### config.mk
export PLATFORM = sky130hd
export DESIGN_NAME = trng_harvester
export DESIGN_NICKNAME = d
export VERILOG_FILES = /design/src/rtl/trng_pkg.sv /design/src/rtl/trng_rct.sv /design/src/rtl/trng_harvester.sv
export SDC_FILE = /design/constraint.sdc
export NUM_CORES = 1
export LEC_CHECK = 0
export CAP_MARGIN = 20
export CORE_ASPECT_RATIO = 0.9
export CORE_MARGIN = 2
export CORE_UTILIZATION = 54
export DETAILED_ROUTE_END_ITERATION = 10
export PLACE_DENSITY = 0.81
export SLEW_MARGIN = 20
export SYNTH_ARGS = -nofsm -noshare
export SYNTH_HDL_FRONTEND = slang
export SYNTH_HIERARCHICAL = 1
export SYNTH_SLANG_ARGS = --single-unit
### constraint.sdc
create_clock -name clk -period 3.4 [get_ports clk]
set_input_delay 0.34 -clock clk [delete_from_list [all_inputs] [get_ports clk]]
set_output_delay 0.34 -clock clk [all_outputs]
set_load 0.02 [all_outputs]
### src/rtl/trng_pkg.sv
// rtl/trng_pkg.sv - shared FSM state type and width for the TRNG harvester
package trng_pkg;

    localparam int STATE_W = 2;

    typedef enum logic [STATE_W-1:0] {
        ST_IDLE    = 2'd0,
        ST_COLLECT = 2'd1,
        ST_FULL    = 2'd2,
        ST_FAULT   = 2'd3
    } trng_state_e;

endpackage

### src/rtl/trng_rct.sv
// rtl/trng_rct.sv - repetition-count health test on the sampled entropy bit
module trng_rct
    import trng_pkg::*;
#(
    parameter int RCT_CUTOFF = 32
) (
    input  logic clk,
    input  logic rst_n,
    input  logic i_tick,
    input  logic i_bit,
    input  logic i_clear,
    output logic o_trip
);

    logic       r_last_bit;
    logic [7:0] r_cnt;

    // A zero count marks "no reference bit yet", so the next tick always loads 1.
    always_ff @(posedge clk) begin
        if (!rst_n) begin
            r_last_bit <= 1'b0;
            r_cnt      <= 8'd0;
        end else if (i_clear) begin
            r_cnt <= 8'd0;
        end else if (i_tick) begin
            r_last_bit <= i_bit;
            if ((r_cnt != 8'd0) && (i_bit == r_last_bit)) begin
                if (r_cnt != 8'hFF) begin
                    r_cnt <= r_cnt + 8'd1;
                end
            end else begin
                r_cnt <= 8'd1;
            end
        end
    end

    assign o_trip = (r_cnt == 8'(RCT_CUTOFF));

endmodule

### src/rtl/trng_harvester.sv
// rtl/trng_harvester.sv - multi-channel TRNG harvester; Von Neumann corrector under TRNG_VN_DEBIAS_EN
module trng_harvester
    import trng_pkg::*;
#(
    parameter int CHANNELS   = 4,
    parameter int WIDTH      = 8,
    parameter int DIV_W      = 8,
    parameter int RCT_CUTOFF = 32
) (
    input  logic                clk,
    input  logic                rst_n,
    input  logic [CHANNELS-1:0] raw_bits,
    input  logic                enable,
    input  logic [CHANNELS-1:0] chan_mask,
    input  logic [DIV_W-1:0]    sample_div,
    input  logic                clear_fail,
    output logic [WIDTH-1:0]    data_out,
    output logic                data_valid,
    input  logic                data_ready,
    output logic                health_fail
);

    localparam int CNT_W = $clog2(WIDTH + 1);

    logic [CHANNELS-1:0] r_sync1;
    logic [CHANNELS-1:0] r_sync2;
    logic [DIV_W-1:0]    r_div;
    logic [CNT_W-1:0]    r_bitcnt;
    logic [WIDTH-1:0]    r_shreg;
    logic [WIDTH-1:0]    r_data_out;
    logic                r_data_valid;
    logic                r_health_fail;
    trng_state_e         r_state;
    trng_state_e         w_state_nxt;

    logic w_comb_bit;
    logic w_tick;
    logic w_trip;
    logic w_rct_clear;
    logic w_bit_ok;
    logic w_bit_in;
    logic w_accept;
    logic w_load;
    logic w_clr_fail;

    // Two-flop synchroniser per asynchronous entropy channel.
    always_ff @(posedge clk) begin
        if (!rst_n) begin
            r_sync1 <= '0;
            r_sync2 <= '0;
        end else begin
            r_sync1 <= raw_bits;
            r_sync2 <= r_sync1;
        end
    end

    assign w_comb_bit  = ^(r_sync2 & chan_mask);
    assign w_tick      = enable && (r_state != ST_FAULT) && (r_div == sample_div);
    // Holding the RCT cleared while disabled makes the first tick after enable rise load 1.
    assign w_rct_clear = clear_fail | ~enable;

    // Sample-rate divider, parked at zero while disabled or faulted.
    always_ff @(posedge clk) begin
        if (!rst_n) begin
            r_div <= '0;
        end else if (!enable || (r_state == ST_FAULT) || (r_div == sample_div)) begin
            r_div <= '0;
        end else begin
            r_div <= r_div + DIV_W'(1);
        end
    end

    trng_rct #(
        .RCT_CUTOFF(RCT_CUTOFF)
    ) u_rct (
        .clk    (clk),
        .rst_n  (rst_n),
        .i_tick (w_tick),
        .i_bit  (w_comb_bit),
        .i_clear(w_rct_clear),
        .o_trip (w_trip)
    );

`ifdef TRNG_VN_DEBIAS_EN
    logic r_vn_first;
    logic r_vn_phase;

    // Pair up collected ticks; the first bit of a 01/10 pair is the corrected output.
    always_ff @(posedge clk) begin
        if (!rst_n) begin
            r_vn_first <= 1'b0;
            r_vn_phase <= 1'b0;
        end else if ((w_state_nxt == ST_IDLE) || (w_state_nxt == ST_FAULT)) begin
            r_vn_phase <= 1'b0;
        end else if ((r_state == ST_COLLECT) && w_tick) begin
            r_vn_phase <= ~r_vn_phase;
            if (!r_vn_phase) begin
                r_vn_first <= w_comb_bit;
            end
        end
    end

    assign w_bit_ok = w_tick && r_vn_phase && (r_vn_first != w_comb_bit);
    assign w_bit_in = r_vn_first;
`else
    assign w_bit_ok = w_tick;
    assign w_bit_in = w_comb_bit;
`endif

    // FSM state register.
    always_ff @(posedge clk) begin
        if (!rst_n) begin
            r_state <= ST_IDLE;
        end else begin
            r_state <= w_state_nxt;
        end
    end

    // Next state and datapath strobes; priority is disable, then RCT trip, then normal flow.
    always_comb begin
        w_state_nxt = r_state;
        w_accept    = 1'b0;
        w_load      = 1'b0;
        w_clr_fail  = 1'b0;
        if (!enable) begin
            w_state_nxt = ST_IDLE;
        end else if (w_trip && (r_state != ST_FAULT)) begin
            w_state_nxt = ST_FAULT;
        end else begin
            case (r_state)
                ST_IDLE: w_state_nxt = ST_COLLECT;
                ST_COLLECT: begin
                    if (w_bit_ok) begin
                        w_accept = 1'b1;
                        if (r_bitcnt == CNT_W'(WIDTH - 1)) begin
                            w_state_nxt = ST_FULL;
                        end
                    end
                end
                ST_FULL: begin
                    if (!r_data_valid || data_ready) begin
                        w_load      = 1'b1;
                        w_state_nxt = ST_COLLECT;
                    end
                end
                ST_FAULT: begin
                    if (clear_fail) begin
                        w_clr_fail  = 1'b1;
                        w_state_nxt = ST_IDLE;
                    end
                end
                default: w_state_nxt = ST_IDLE;
            endcase
        end
    end

    // Bit collection, word hand-off and sticky health flag.
    always_ff @(posedge clk) begin
        if (!rst_n) begin
            r_bitcnt      <= '0;
            r_shreg       <= '0;
            r_data_out    <= '0;
            r_data_valid  <= 1'b0;
            r_health_fail <= 1'b0;
        end else begin
            if (w_load || (w_state_nxt == ST_IDLE) || (w_state_nxt == ST_FAULT)) begin
                r_bitcnt <= '0;
            end else if (w_accept) begin
                r_bitcnt <= r_bitcnt + CNT_W'(1);
            end

            if (w_state_nxt == ST_FAULT) begin
                r_shreg <= '0;
            end else if (w_accept) begin
                r_shreg <= {r_shreg[WIDTH-2:0], w_bit_in};
            end

            if (w_load) begin
                r_data_out   <= r_shreg;
                r_data_valid <= 1'b1;
            end else if (r_data_valid && data_ready) begin
                r_data_valid <= 1'b0;
            end

            if ((w_state_nxt == ST_FAULT) && (r_state != ST_FAULT)) begin
                r_health_fail <= 1'b1;
            end else if (w_clr_fail) begin
                r_health_fail <= 1'b0;
            end
        end
    end

    assign data_out    = r_data_out;
    assign data_valid  = r_data_valid;
    assign health_fail = r_health_fail;

endmodule
Yosys cells after proc, flatten, opt, wreduce, memory -nomap -nowiden
Cells that the tools add are included.
{"block": "word_totals", "elab_cells": 80, "out_inout_bits": 10, "inputBits": 21, "regBits": 49}
{"block": "op_classes", "n_bitwise": 5, "muxes": 25, "eq_ne": 11, "reduce_logical": 25, "n_addsub": 3}
{"op": "adder 8 x 1 -> 8 bit, second input constant", "n": 2}
{"op": "two-way mux 1 bit", "n": 16}
{"op": "two-way mux 8 bit", "n": 2}
{"op": "two-way mux 2 bit", "n": 6}
{"op": "equality test 8 x 6 -> 1 bit, second input constant", "n": 1}
{"op": "equality test 8 bit", "n": 1}
{"op": "inequality test 8 bit, second input constant", "n": 1}
{"op": "case mux 2 bit (4 select lines)", "n": 1}
{"op": "nonzero test 8 bit", "n": 1}
{"op": "OR reduction 2 bit", "n": 4}
{"op": "equality test 2 bit, second input constant", "n": 3}
{"op": "logical AND 1 bit", "n": 6}
{"op": "logical OR 1 bit", "n": 5}
{"op": "adder 4 x 1 -> 4 bit, second input constant", "n": 1}
{"op": "AND 4 bit", "n": 1}
{"op": "equality test 4 x 3 -> 1 bit, second input constant", "n": 1}
{"op": "zero test 2 bit", "n": 2}
{"op": "inequality test 2 bit, second input constant", "n": 2}
{"op": "AND reduction 2 bit", "n": 2}
{"op": "nonzero test 2 bit", "n": 2}
{"op": "parity 4 bit", "n": 1}
{"op": "inverter 1 bit", "n": 3}
{"op": "equality test 2 x 1 -> 1 bit, second input constant", "n": 1}
{"op": "zero test 1 bit", "n": 2}
{"op": "other kinds (2)", "n": 2}

Longest topological paths before layout
{"block": "depth", "ltp_word": 11, "ltp_mapped": 11, "mapped_depth_nobuf": 9}

By module
Netlist, hierarchy kept.
{"module": "trng_harvester", "seq_area_each_um2": 800.8, "n_inst": 1, "cells_per_inst": 176, "area_each_um2": 1712.9}
{"module": "trng_rct", "seq_area_each_um2": 180.2, "n_inst": 1, "cells_per_inst": 74, "area_each_um2": 651.9}

Least setup slack after synthesis
OpenSTA, ideal clock, no wires.
{"block": "synth_timing", "kind": "register to register", "from": "register u_rct.r_cnt[3]", "to": "register r_bitcnt[2]", "t_required_ns": 3.341, "arrival_ns": 2.420, "setup_ns": 0.059, "slack_ns": 0.921, "stages_incl_launch_ff": 11, "path_cell_list": "dfxtp_1 -> buf_6 -> or4_4 -> nor3_1 -> nor3b_2 -> nand3_2 -> buf_6 -> or3b_1 -> buf_2 -> a211oi_2 -> a31o_1"}
{"block": "synth_between", "elab_chain_cells": 8}
{"item": "from (decl)", "line_no": "trng_rct.sv:16", "text": "logic [7:0] r_cnt;"}
{"item": "from (signal assigned)", "line_no": "trng_rct.sv:29", "text": "r_cnt <= r_cnt + 8'd1;"}
{"item": "equality test 8 x 6 -> 1 bit (*)", "line_no": "trng_rct.sv:37", "text": "assign o_trip = (r_cnt == 8'(RCT_CUTOFF));"}
{"item": "net w_trip", "line_no": "trng_harvester.sv:38", "text": "logic w_trip;"}
{"item": "logical AND 1 bit (*)", "line_no": "trng_harvester.sv:127", "text": "end else if (w_trip && (r_state != ST_FAULT)) begin"}
{"item": "two-way mux 2 bit", "line_no": "trng_harvester.sv:127"}
{"item": "two-way mux 2 bit", "line_no": "trng_harvester.sv:125", "text": "if (!enable) begin"}
{"item": "zero test 2 bit", "line_no": "trng_harvester.sv:166", "text": "if (w_load || (w_state_nxt == ST_IDLE) || (w_state_nxt == ST_FAULT)) begin"}
{"item": "logical OR 1 bit (2 in series)", "line_no": "trng_harvester.sv:166"}
{"item": "OR reduction 2 bit (no line)"}
{"item": "to (signal assigned)", "line_no": "trng_harvester.sv:169", "text": "r_bitcnt <= r_bitcnt + CNT_W'(1);"}
{"item": "to (decl)", "line_no": "trng_harvester.sv:28", "text": "logic [CNT_W-1:0] r_bitcnt;"}
Mark *: on every way through the listed nets, which the timed path passes. The rest lies on a longest branch.
A chain may end at the register's enable or synchronous reset.

Worst setup path after layout
Ends and elaborated chain as after synthesis.

==> metrics.yaml <==
synth_cell_types: 52
hold_viol: 0
leakagePower_uw: 0.000996
required_ns: 3.65
track_usage: 0.193
drt_iter0_drc: 90
setup_violations: 0
min_period_ns: 2.78
cts_hold_buf: 0
holdPathStages: 1
p_per_area_nw_per_um2: 386
rsz0062_at_grt: "no"
start_util: 0.573
num_rows: 22
io_pins: 31
clock_path_buffers: 2
die_h_microns: 66.8
final_cell_mix: "dfxtp_1, clkdlybuf4s50_1, nor2_1, mux2i_1, nand2_1"
placeableCoreArea_sq_um: 4130
yosysSeqAreaShare: 0.415
cp-start-kind: "register"
stdcell_area_sq_um: 2770
pwr-share-seq: 0.546
synthCells: 250
gp_congestion: 0.816
cts_resized: 0
wl_met1_mm: 2.13
fillCellCount: 331
route.met3.wl_microns: 243
fin_hold_ws_ns: 0.440
min_period_over_period: 0.816
vias_per_cell: 5.42
max_slew_margin: 0.515
slew_viol_final: 0
dp_slack_ns: 0.687
ir_worst_vdd_mv: 0.366
crit_type: "reg -> reg"
grt_pass1_vias: 1626
clock-sinks: 49
synthArstFlopShare: 0
grt_antenna_before_repair: 0
post_drt_wl_per_cell_microns: 13.0
rr_worst_depth: 7
fin_ws_ns: 0.624
synth_edf_count: 0
die_w_microns: 73.8
synth_top_area_cell: "dfxtp_1"
ys_ff_latch: 49
clkSlewWorstSetupHoldPaths_ns: 0.09
cts_tree: "done"
synth.top_cell.area_share: 0.415
wl_mm: 4.25
dpl_cell_area_sq_um: 2650
drtPass1Iterations: 5
clkLatencyLatePin_ns: 0.30
ys_top_cells_by_area: "dfxtp_1, mux2i_1, xnor2_1"
portBuffers: 30
end_kind: "register"
switching_share: 0.214
worstHoldPathType: "reg -> reg"
netlist_area_sq_um: 2360
syn_area_per_cell_sq_um: 9.46
synth_fp_nets: 275
final_common_cell: "dfxtp_1"
p_sw_uw: 229
worst_pin_slew_ns: 0.725
clockRootBuffer: "clkbuf_8"
pwr-share-comb: 0.059
dr_total_vias: 1768
drive_gt1_frac: 0.0971
power.share.clock: 0.395
syn_to_final_growth_pct: 17.1
layout.nets: 302
numCtsBuffers: 5
grt_overflow: 0
grt_max_degree: 23
hpwl_mm: 3.01
grt_pass1_wl_mm: 7.38
multiInputGateArea_sq_um: 1270
fin_worst_skew_ns: 0.00663
seqCellArea_sq_um: 981
cts_setup_buffers: 0
ys.flop_type: "dfxtp_1"
diodes: 0
status: "completed"
p_int_uw: 841
crit_arrival_ns: 3.02
ys_warn_count: 6
htreeDepth: 2
route.met2.wl_mm: 1.84
die_area_sq_um: 4930
routed.top_layer: "met4"
tns_ns: 0
fmax_mhz: 360
postRouteAntennaNets: 0
cp_max_fo: 10
drc: 0
cap_violations: 0
## registers in the layout (all words and copies together), names as in the netlist, 2 cells and up
name         cells
r_state          2
r_sync1          4
r_bitcnt         4
data_out         8
r_div            8
r_sync2          4
u_rct/r_cnt      8
r_shreg          8
## power groups by stage
stage	registers, uW	logic, uW	clock network, uW
final	584	63.5	423
after global routing	585	69.9	466
after CTS	584	64.0	434
after detailed placement	597	63.3	0
after global placement	597	61.8	0
after floorplan	596	33.2	0
## final cells by class
type / count / area share
multi-input combinational: 181 / 0.459
sequential: 49 / 0.354
timing repair buffer: 31 / 0.111
clock buffer: 5 / 0.0248
tap: 48 / 0.0217
clock inverter: 3 / 0.0172
inverter: 9 / 0.0122
## through the flow
step                 util  std cells  total power [uW]
floorplan               -        250               629
global placement    0.641        318               659
detailed placement  0.641        318               660
CTS                 0.669        326              1080
global route        0.671        326              1120
finish              0.671        326              1070
## cells by family after synthesis
logic type      count (synthesis)  share of synthesized area
simple gates                  106                      0.250
flops                          49                      0.415
compound gates                 33                      0.113
buf+inv                        20                     0.0503
xor+xnor                       19                     0.0704
mux                            19                     0.0810
fa+ha+maj                       4                     0.0212
## worst max-delay path, cell delays in order (launching register included)
cell and delay [ns]:
dfxtp_1 0.39, or4_4 0.55, nor3_1 0.57, nor3b_2 0.13
nand3_2 0.27, or3b_1 0.48, a211oi_2 0.22, a31o_1 0.12
## routing by layer
metal	vias up	global-route usage
met2	45	0.297
met3	4	0.0605
met4	0	0.0477
li1	913	-
met1	806	0.263
met5	-	0
## cell usage after synthesis (all sizes together) (4+ instances only)
| cell type | count |
|---|---|
| dfxtp | 49 |
| nor2 | 24 |
| mux2i | 18 |
| nand2 | 15 |
| xnor2 | 13 |
| nand3 | 12 |
| nor2b | 11 |
| inv | 9 |
| a21oi | 8 |
| and2 | 8 |
| and3 | 7 |
| nand2b | 7 |
| xor2 | 6 |
| a211oi | 5 |
| buf | 5 |
| clkbuf | 5 |
| nand4 | 5 |
| ha | 4 |
| nor3 | 4 |
## final timing paths
kind                  startpoint          end  slack [ns]
setup / recovery  u_rct/r_cnt[3]  r_bitcnt[2]        0.62
hold / removal        r_sync1[0]   r_sync2[0]        0.44
setup reg to reg  u_rct/r_cnt[3]  r_bitcnt[2]        0.62
hold reg to reg       r_sync1[0]   r_sync2[0]        0.44
(Power assumes the default switching activity.)
==> RTL edit: new RTL, config.mk and constraints unchanged <==
Change the parameter `WIDTH` from 8 to 16.
--- a/src/rtl/trng_harvester.sv
+++ b/src/rtl/trng_harvester.sv
@@ -3,7 +3,7 @@
     import trng_pkg::*;
 #(
     parameter int CHANNELS   = 4,
-    parameter int WIDTH      = 8,
+    parameter int WIDTH      = 16,
     parameter int DIV_W      = 8,
     parameter int RCT_CUTOFF = 32
 ) (
Ports: changed (resized data_out); port bits go from 31 to 39. No check against the original RTL was run, so the function may have changed too.
==> RTL edit against the unedited design <==
  * First-iteration DRC count rose by 14%
  * Core utilization shrank 1.5 points
  * Final cell count is 36% higher
  * Area after synthesis grew 31%
  * Power rose by 43%
  * Final area rose by 33%
  * Setup slack better by 0.26 ns
  * Via count increased by 37%
  * Critical path type unchanged
  * Sequential share of layout area increased by 0.40 points
  * Sequential cell count rose by 17
  * Maximum frequency rose by 10%
  * Clock power increased by 57%
  * Wire length grew 39%
==> RTL edit: results (changes against the unedited design) <==
Outcome: completed
Worst reg2reg path depth: 10 (+3)
CTS clk-pin slew, worst paths: 0.07 ns (-0.02 ns)
H-Tree Depth: 3 (+1)
Largest net degree at the start of global routing: 28 (+22%)
Final HPWL DP: 4160 um (+38%)
Hold Path Sink: r_sync2[2]$_SDFF_PN0_
DR iter-0 viols: 103 (+14%)
Post-Route WL: 5920 um (+39%)
Syn avg cell area: 9.35 um^2 (-1.1%)
Synth top area cells: dfxtp_1, nand2_1, mux2i_1
Critical hold path startpoint: r_sync1[2]$_SDFF_PN0_
WHS: 0.435 ns (-0.00489 ns)
Drt first pass iters: 4 (-1)
Global-route wire length before repair: 9990 um (+35%)
Library cells used by synthesis: 59 (+13%)
Dpl ws: 0.694 ns (+0.00762 ns)
Reg2reg setup slack: 0.88 ns (+0.26 ns)
Pleak: 1.25 nW (+25%)
CP Launch Point: u_rct/r_cnt[0]$_SDFFE_PP0P_
Placer Congestion: 0.852 (+4.4%)
Post-DP Area: 3470 um^2 (+31%)
R2R Path End: r_shreg[11]$_SDFFE_PP0P_
Register area share after synthesis: 42.5% (+1.1 points)
Worst-Margin Slew: 0.703 ns (-0.0217 ns)
Worst skew pair latency: 0.35 ns (+0.05 ns)
-- RTL edit: changes by cell type after synthesis, moves of 3 or more --
| cell | change |
|---|---|
| nand2_1 | +49 |
| buf_2 | +5 |
| nand3b_1 | +3 |
| nand4_1 | -3 |
| xnor2_1 | -8 |
| dfxtp_1 | +17 |
| nor2b_1 | -9 |
| mux2i_1 | +3 |
| clkbuf_1 | -3 |
| nand3_1 | +8 |
| nor2_1 | -12 |
| xnor2_2 | +7 |
| a21oi_1 | +20 |
-- RTL edit: critical path, stage by stage (launching register included) --
cell and delay (ns):
dfxtp_1 0.39, inv_1 0.09, ha_1 0.20, or2b_2 0.18, nor3_1 0.06, buf_4 0.16
and2b_1 0.28, nand2_1 0.13, nor3_4 0.52, buf_8 0.23, mux2i_1 0.20
-- RTL edit: cells by family (layout without fill, tap and decap cells) --
| group | Yosys count | after routing | share of synthesized area (%) |
|---|---|---|---|
| mux | 21 | 21 | 6.77 |
| flops | 66 | 66 | 42.5 |
| buf+inv | 24 | 66 | 5.08 |
| compound gates | 54 | 54 | 12.4 |
| xor+xnor | 18 | 18 | 6.77 |
| fa+ha+maj | 5 | 5 | 2.01 |
| simple gates | 144 | 144 | 24.4 |
-- RTL edit: metal layers --
| metal | vias up | GRT usage [%] | part of all wire, % |
|---|---|---|---|
| met5 | - | 0 | 0 |
| met4 | 0 | 6.77 | 1.0 |
| met3 | 8 | 6.54 | 5.1 |
| met2 | 63 | 32.0 | 49 |
| met1 | 1139 | 23.6 | 44 |
| li1 | 1216 | - | - |
-- RTL edit: layout make-up --
type	count	area, um^2	share of cell area [%]
clock buffer	11	151	4.10
clock inverter	5	52.6	1.42
inverter	9	33.8	0.916
multi-input combinational	242	1630	44.3
sequential	66	1320	35.8
tap	70	87.6	2.37
timing repair buffer	41	410	11.1
